### src/rtl/rr_left_arbiter_pkg.sv
// Shared types and helpers for the registered left/round-robin arbiter.
package arb_pkg;

  typedef enum logic {
    IDLE  = 1'b0,
    GRANT = 1'b1
  } arb_state_e;

  localparam logic MODE_FIXED = 1'b0;
  localparam logic MODE_RR    = 1'b1;

  // Width of the hold counter: enough for MAX_HOLD, never less than one bit.
  function automatic int hold_cnt_width(input int max_hold);
    int w;
    w = $clog2(max_hold + 1);
    if (w < 1) begin
      w = 1;
    end else begin
      w = w;
    end
    return w;
  endfunction

endpackage

### src/rtl/rr_left_arbiter_if.sv
// Request/grant bundle between request collection and the phase controller.
interface rr_left_arbiter_if #(
  parameter int N = 9
);
  localparam int IDXW = $clog2(N);

  logic [N-1:0]    req;
  logic            mode_rr;
  logic            release_in;
  logic [N-1:0]    grant;
  logic            grant_valid;
  logic [IDXW-1:0] grant_idx;
  logic            timeout;

  modport master (
    output req, mode_rr, release_in,
    input  grant, grant_valid, grant_idx, timeout
  );

  modport slave (
    input  req, mode_rr, release_in,
    output grant, grant_valid, grant_idx, timeout
  );
endinterface

### src/rtl/rr_left_arbiter_pick.sv
// Combinational leftmost (highest index) one-hot picker, N requesters.
module left_arbiter_n #(
  parameter int N = 9
) (
  input  logic [N-1:0] i_req,
  output logic [N-1:0] o_grant
);

  // Scan from the MSB down and keep only the first set bit.
  always_comb begin : pick_left
    logic v_found;
    v_found = 1'b0;
    o_grant = '0;
    for (int i = N - 1; i >= 0; i--) begin
      if (i_req[i] && !v_found) begin
        o_grant[i] = 1'b1;
        v_found    = 1'b1;
      end else begin
        o_grant[i] = 1'b0;
      end
    end
  end

endmodule

### src/rtl/rr_left_arbiter.sv
// Registered N-way arbiter: fixed-left or round-robin, grant held until
// release, request drop, or hold timeout.
module rr_left_arbiter
  import arb_pkg::*;
#(
  parameter int N        = 9,
  parameter int MAX_HOLD = 15
) (
  input  logic               clk,
  input  logic               reset,
  rr_left_arbiter_if.slave   bus
);

  localparam int IDXW = $clog2(N);
  localparam int CW   = hold_cnt_width(MAX_HOLD);
  localparam logic [CW-1:0] LIMIT = CW'(MAX_HOLD);

  arb_state_e      r_state, w_state_nx;
  logic [N-1:0]    r_grant, w_grant_nx;
  logic            r_valid, w_valid_nx;
  logic [IDXW-1:0] r_idx, w_idx_nx;
  logic            r_timeout, w_timeout_nx;
  logic [CW-1:0]   r_cnt, w_cnt_nx;
  logic [IDXW-1:0] r_ptr, w_ptr_nx;

  logic [N-1:0]    w_mask, w_req_masked, w_pick_masked, w_pick_full, w_winner;
  logic [IDXW-1:0] w_win_idx;
  logic            w_held_req, w_normal_exit, w_limit, w_exit;

  // Round-robin window: only indices strictly below the last winner.
  always_comb begin
    for (int i = 0; i < N; i++) begin
      w_mask[i] = (i < int'(r_ptr));
    end
  end

  assign w_req_masked = bus.req & w_mask;

  left_arbiter_n #(.N(N)) u_pick_masked (
    .i_req   (w_req_masked),
    .o_grant (w_pick_masked)
  );

  left_arbiter_n #(.N(N)) u_pick_full (
    .i_req   (bus.req),
    .o_grant (w_pick_full)
  );

  // Masked pick wins in RR mode when anything is below ptr; otherwise wrap.
  always_comb begin
    if ((bus.mode_rr == MODE_RR) && (|w_pick_masked)) begin
      w_winner = w_pick_masked;
    end else begin
      w_winner = w_pick_full;
    end
  end

  // One-hot winner to binary index.
  always_comb begin
    w_win_idx = '0;
    for (int i = 0; i < N; i++) begin
      if (w_winner[i]) begin
        w_win_idx = i[IDXW-1:0];
      end else begin
        w_win_idx = w_win_idx;
      end
    end
  end

  assign w_held_req    = |(bus.req & r_grant);
  assign w_normal_exit = bus.release_in | ~w_held_req;
  assign w_limit       = (MAX_HOLD != 0) && (r_cnt == LIMIT);
  assign w_exit        = w_normal_exit | w_limit;

  // Next-state and next-output logic for the IDLE/GRANT machine.
  always_comb begin
    w_state_nx   = r_state;
    w_grant_nx   = r_grant;
    w_valid_nx   = r_valid;
    w_idx_nx     = r_idx;
    w_cnt_nx     = r_cnt;
    w_ptr_nx     = r_ptr;
    w_timeout_nx = 1'b0;
    case (r_state)
      IDLE: begin
        if (|bus.req) begin
          w_state_nx = GRANT;
          w_grant_nx = w_winner;
          w_valid_nx = 1'b1;
          w_idx_nx   = w_win_idx;
          w_cnt_nx   = CW'(1);
          w_ptr_nx   = w_win_idx;
        end else begin
          w_state_nx = IDLE;
          w_grant_nx = '0;
          w_valid_nx = 1'b0;
          w_idx_nx   = '0;
          w_cnt_nx   = '0;
        end
      end
      GRANT: begin
        if (w_exit) begin
          w_state_nx   = IDLE;
          w_grant_nx   = '0;
          w_valid_nx   = 1'b0;
          w_idx_nx     = '0;
          w_cnt_nx     = '0;
          w_timeout_nx = w_limit & ~w_normal_exit;
        end else if (r_cnt != {CW{1'b1}}) begin
          w_cnt_nx = r_cnt + CW'(1);
        end else begin
          w_cnt_nx = r_cnt;
        end
      end
      default: begin
        w_state_nx = IDLE;
        w_grant_nx = '0;
        w_valid_nx = 1'b0;
        w_idx_nx   = '0;
        w_cnt_nx   = '0;
        w_ptr_nx   = '0;
      end
    endcase
  end

  // State and output registers with synchronous reset.
  always_ff @(posedge clk) begin
    if (reset) begin
      r_state   <= IDLE;
      r_grant   <= '0;
      r_valid   <= 1'b0;
      r_idx     <= '0;
      r_timeout <= 1'b0;
      r_cnt     <= '0;
      r_ptr     <= '0;
    end else begin
      r_state   <= w_state_nx;
      r_grant   <= w_grant_nx;
      r_valid   <= w_valid_nx;
      r_idx     <= w_idx_nx;
      r_timeout <= w_timeout_nx;
      r_cnt     <= w_cnt_nx;
      r_ptr     <= w_ptr_nx;
    end
  end

  assign bus.grant       = r_grant;
  assign bus.grant_valid = r_valid;
  assign bus.grant_idx   = r_idx;
  assign bus.timeout     = r_timeout;

endmodule

### src/flat_wrapper.sv
// flat-port wrapper written by rule: the top's interface ports become plain ports
module rr_left_arbiter_flat import arb_pkg::*;
#(
  parameter int N        = 9,
  parameter int MAX_HOLD = 15
)
  (clk, reset, bus_req, bus_mode_rr, bus_release_in, bus_grant, bus_grant_valid, bus_grant_idx, bus_timeout);
  rr_left_arbiter_if #(.N(N)) bus_i ();
  input  logic clk;
  input  logic reset;
  input wire logic [$bits(bus_i.req)-1:0] bus_req;
  input wire logic [$bits(bus_i.mode_rr)-1:0] bus_mode_rr;
  input wire logic [$bits(bus_i.release_in)-1:0] bus_release_in;
  output wire logic [$bits(bus_i.grant)-1:0] bus_grant;
  output wire logic [$bits(bus_i.grant_valid)-1:0] bus_grant_valid;
  output wire logic [$bits(bus_i.grant_idx)-1:0] bus_grant_idx;
  output wire logic [$bits(bus_i.timeout)-1:0] bus_timeout;
  assign bus_i.req = bus_req;
  assign bus_i.mode_rr = bus_mode_rr;
  assign bus_i.release_in = bus_release_in;
  assign bus_grant = bus_i.grant;
  assign bus_grant_valid = bus_i.grant_valid;
  assign bus_grant_idx = bus_i.grant_idx;
  assign bus_timeout = bus_i.timeout;
  rr_left_arbiter #(.N(N), .MAX_HOLD(MAX_HOLD)) u_core (.clk(clk), .reset(reset), .bus(bus_i));
endmodule
### config.mk
export PLATFORM = sky130hd
export DESIGN_NAME = rr_left_arbiter_flat
export DESIGN_NICKNAME = d
export VERILOG_FILES = /design/src/rtl/rr_left_arbiter_pkg.sv /design/src/rtl/rr_left_arbiter_if.sv /design/src/rtl/rr_left_arbiter_pick.sv /design/src/rtl/rr_left_arbiter.sv /design/src/flat_wrapper.sv
export SDC_FILE = /design/constraint.sdc
export NUM_CORES = 1
export LEC_CHECK = 0
export CAP_MARGIN = 20
export CORE_ASPECT_RATIO = 1.1
export CORE_MARGIN = 3
export CORE_UTILIZATION = 35
export CTS_CLUSTER_SIZE = 20
export DETAILED_ROUTE_END_ITERATION = 10
export PLACE_DENSITY_LB_ADDON = 0.08
export SYNTH_ARGS = -nofsm -noshare
export SYNTH_HDL_FRONTEND = slang
export SYNTH_SLANG_ARGS = --single-unit
### constraint.sdc
create_clock -name clk -period 2.5 [get_ports clk]
set_clock_uncertainty 0.05 [all_clocks]
set_input_delay 0.25 -clock clk [delete_from_list [all_inputs] [get_ports clk]]
set_output_delay 0.25 -clock clk [all_outputs]
set_load 0.01 [all_outputs]
==> results.py, run 1 <==
metrics = {
    "status": {
        "status": "completed",
    },
    "power": {
        "ir_worst_vdd_uv": 359,
        "p_per_area_nw_per_um2": 490,
        "p_leak_nw": 0.738,
    },
    "synthesis": {
        "async_flop_share_pct": 0,
        "synth_nets": 185,
        "ys.flop_type": "dfxtp_1",
        "synth_compound_area_share_pct": 36.1,
        "syn-instance-count": 171,
        "yosys.area_share.simple_pct": 23.7,
        "netlist_area_sq_um": 1380,
        "synth-adder-area-share_pct": 0.907,
        "yosys_warnings": 0,
        "synth_top_family_by_area": "compound AO/OA/AOI/OAI gates",
        "seq_area_frac_synth_pct": 33.4,
        "synth_area_per_cell_sq_um": 8.07,
        "synth_xor_area_share_pct": 1.27,
        "synth-edff-count": 0,
        "ys_ff_latch": 23,
        "synth_cell_types": 50,
        "synthMuxAreaShare_pct": 0,
    },
    "finish": {
        "nNetsFinal": 224,
        "final_common_cell": "clkdlybuf4s50_1",
        "antenna_cells": 0,
        "layout.cells.most_common_list": "clkdlybuf4s50_1 (27), nand2_1 (23), dfxtp_1 (23), buf_4 (16)",
        "nFillCells": 377,
        "drive_gt1_share_pct": 12.0,
        "final_cells": 259,
        "area_growth_pct": 32.8,
        "final_util_pct": 49.4,
        "register_area_sq_um": 460,
        "multi_input_area_sq_um": 855,
    },
    "placement": {
        "detailed_place_hpwl_mm": 3.29,
        "place_inst": 255,
        "place_congestion": 0.927,
        "port_buffers": 27,
    },
    "worst_setup_path": {
        "r2r_setup_slack_ns": 0.21,
        "path_buf_inv": 1,
        "cp-end-kind": "flip-flop",
        "max_stage_delay_ns": 0.54,
        "worstPathMaxFanout": 5,
        "crit_path_end": "u_core.bus.grant_idx[0]$_SDFFE_PP0P_",
        "path_cells": "clkdlybuf4s50_1, a2111o_1, a31o_4, o41ai_4, a31oi_1, a41o_1, nand2_1",
        "cp_num_cells": 7,
        "crit_start": "bus_req[1]",
        "crit_type": "in2reg",
        "crit_family": "compound AO/OA/AOI/OAI gates",
        "r2r_cells": 6,
        "crit_slowest_cell": "clkdlybuf4s50_1",
        "r2r_end": "u_core.bus.grant_idx[0]$_SDFFE_PP0P_",
        "crit-reg2reg-launch": "u_core.r_ptr[2]$_SDFFE_PP0P_",
        "worstPathArrival_ns": 2.53,
        "cp.required_ns": 2.66,
        "startpoint_type": "input pin",
    },
    "hold_path": {
        "hold_class": "reg2reg",
    },
    "floorplanning": {
        "core_area_sq_um": 3710,
        "die_h_microns": 71.9,
        "dieWidth_microns": 65.9,
        "pin_count": 28,
        "dieArea_sq_um": 4730,
        "rows": 23,
        "start_util_pct": 37.2,
    },
    "global_route": {
        "grt_pass1_wl_mm": 6.90,
        "grt_start_max_net_pins": 15,
        "antenna_found_initial": 0,
        "grt_overflow": 0,
        "grt_pass1_vias": 1398,
        "grtUsageTotal_pct": 18.9,
    },
    "clock_tree": {
        "cts_setup_buffers": 0,
        "ctsResizeCount": 0,
        "cts-root-buf": "clkbuf_8",
        "cts.hold.buffers_added": 0,
        "htree_levels": 1,
        "clkLatencyLatePin_ns": 0.26,
        "tritoncts": "yes",
        "cts.clk_slew.worst_paths_ns": 0.08,
        "clock-sinks": 23,
        "cts_buffers": 3,
        "cts_buffer_depth": 2,
    },
    "sta": {
        "fin_crit_sh_pct": 94.6,
        "slew_viol_final": 0,
        "setup-tns-final_ns": 0,
        "worst_pin_slew_ns": 0.957,
        "fmax_mhz": 423,
        "rsz0062_at_grt": "no",
        "fin_crit_ns": 2.36,
        "finalHoldViolations": 0,
        "relSlewSlack_pct": 36.0,
        "finalSetupViolations": 0,
    },
    "drt": {
        "drt_iter0_drc": 172,
        "ant_nets": 0,
        "routedWlPerCell_microns": 16.5,
        "route.final.wire_length_mm": 4.28,
        "vias": 1503,
        "drc": 0,
        "vias_per_cell": 5.80,
        "dr.pass1.iters": 5,
    },
    "run": {
        "drv_cap": 0,
    },
}
==> synthesized netlist by cell type, types with 2 or more instances <==
library cell / count / area share (%)
a22oi_1: 2 / 1.1
and2_1: 3 / 1.4
inv_1: 5 / 1.4
a41oi_1: 2 / 1.3
nor2b_1: 2 / 0.91
a31oi_1: 7 / 3.2
o211ai_1: 5 / 2.7
a22o_1: 2 / 1.3
or3_1: 3 / 1.4
nand2_1: 23 / 6.3
o21ai_1: 4 / 1.5
o21a_1: 2 / 1.1
a21boi_0: 4 / 2.2
o22ai_1: 2 / 0.91
or2_2: 3 / 1.4
clkbuf_1: 6 / 1.6
a32o_1: 2 / 1.5
and3_1: 2 / 0.91
o21ai_0: 8 / 2.9
a21o_1: 4 / 2.2
nor4_1: 2 / 0.91
nor3b_1: 2 / 1.1
a21oi_1: 7 / 2.5
nor3_1: 3 / 1.1
nand3_1: 8 / 2.9
nor2_1: 8 / 2.2
o31ai_1: 4 / 2.2
dfxtp_1: 23 / 33
xnor2_1: 2 / 1.3
==> tightest hold or removal path, stage by stage (launching register included) <==
cell and delay, ns:
dfxtp_1 0.32, nand2_1 0.05, nand2_1 0.05
==> worst min path at each step <==
stage,from,end,slack (ns),depth (start not counted)
2_1_floorplan,reset,u_core.bus.grant_idx[3]$_SDFFE_PP0P_,0.27,1
3_3_place_gp,u_core.bus.grant_idx[0]$_SDFFE_PP0P_,u_core.bus.grant_idx[0]$_SDFFE_PP0P_,0.39,2
3_5_place_dp,u_core.bus.grant_idx[0]$_SDFFE_PP0P_,u_core.bus.grant_idx[0]$_SDFFE_PP0P_,0.39,2
4_1_cts,u_core.bus.grant_idx[0]$_SDFFE_PP0P_,u_core.bus.grant_idx[0]$_SDFFE_PP0P_,0.40,2
5_1_grt,u_core.bus.grant_idx[0]$_SDFFE_PP0P_,u_core.bus.grant_idx[0]$_SDFFE_PP0P_,0.42,2
6_report,u_core.bus.grant_idx[0]$_SDFFE_PP0P_,u_core.bus.grant_idx[0]$_SDFFE_PP0P_,0.40,2
==> power breakdown <==
group	internal [mW]	total [mW]	switching (mW)
sequential	0.385	0.411	0.0263
combinational	0.122	0.258	0.136
clock	0.111	0.228	0.117
total	0.618	0.898	0.280
==> flip-flops by register name, summed over array words and instances (netlist names) <==
| signal | count |
|---|---|
| u_core.bus.grant | 8 |
| u_core.bus.grant_idx | 4 |
| u_core.bus.grant_valid | 1 |
| u_core.bus.timeout | 1 |
| u_core.r_cnt | 4 |
| u_core.r_ptr | 4 |
| u_core.r_state | 1 |
==> cell type report <==
type | count | share of cell area, %
Multi-Input combinational cell | 134 | 46.6
Sequential cell | 23 | 25.1
Timing Repair Buffer | 43 | 21.3
Tap cell | 50 | 3.41
Clock buffer | 3 | 2.25
Inverter | 5 | 1.02
Clock inverter | 1 | 0.273
==> stage by stage <==
stage	setup WS, ns	hold WS (ns)	area [sq um]	total power [mW]
2_1_floorplan	0.585	0.269	1380	0.561
3_3_place_gp	-0.0675	0.388	1790	0.670
3_5_place_dp	-0.0898	0.386	1790	0.672
4_1_cts	0.180	0.402	1830	0.901
5_1_grt	0.0840	0.425	1830	0.949
6_report	0.136	0.402	1830	0.898
==> per-layer routing <==
layer	track usage, %	share of wire [%]	up-vias
met5	0	0	-
met4	5.07	2.4	0
met3	4.39	7.4	16
met2	28.4	45	58
met1	27.1	45	701
li1	-	-	728
==> kinds of logic after synthesis <==
family | count (synthesis)
buffers and inverters | 14
flip-flops | 23
adder cells (fa/ha/maj) | 1
XOR/XNOR | 2
AND/OR/NAND/NOR | 65
AO/OA/AOI/OAI | 66
Note: power is estimated with default switching activity, not from simulation.
==> run 2: changes to the inputs <==
CTS_CLUSTER_DIAMETER = 40   (was default)
==> results of run 2 <==
No change in the layout: final DEF, timing and power equal those of run 1.
==> run 3: changes to the inputs <==
SLEW_MARGIN = 20   (was default)
==> results of run 3 <==
No change in the layout: final DEF, timing and power equal those of run 1.
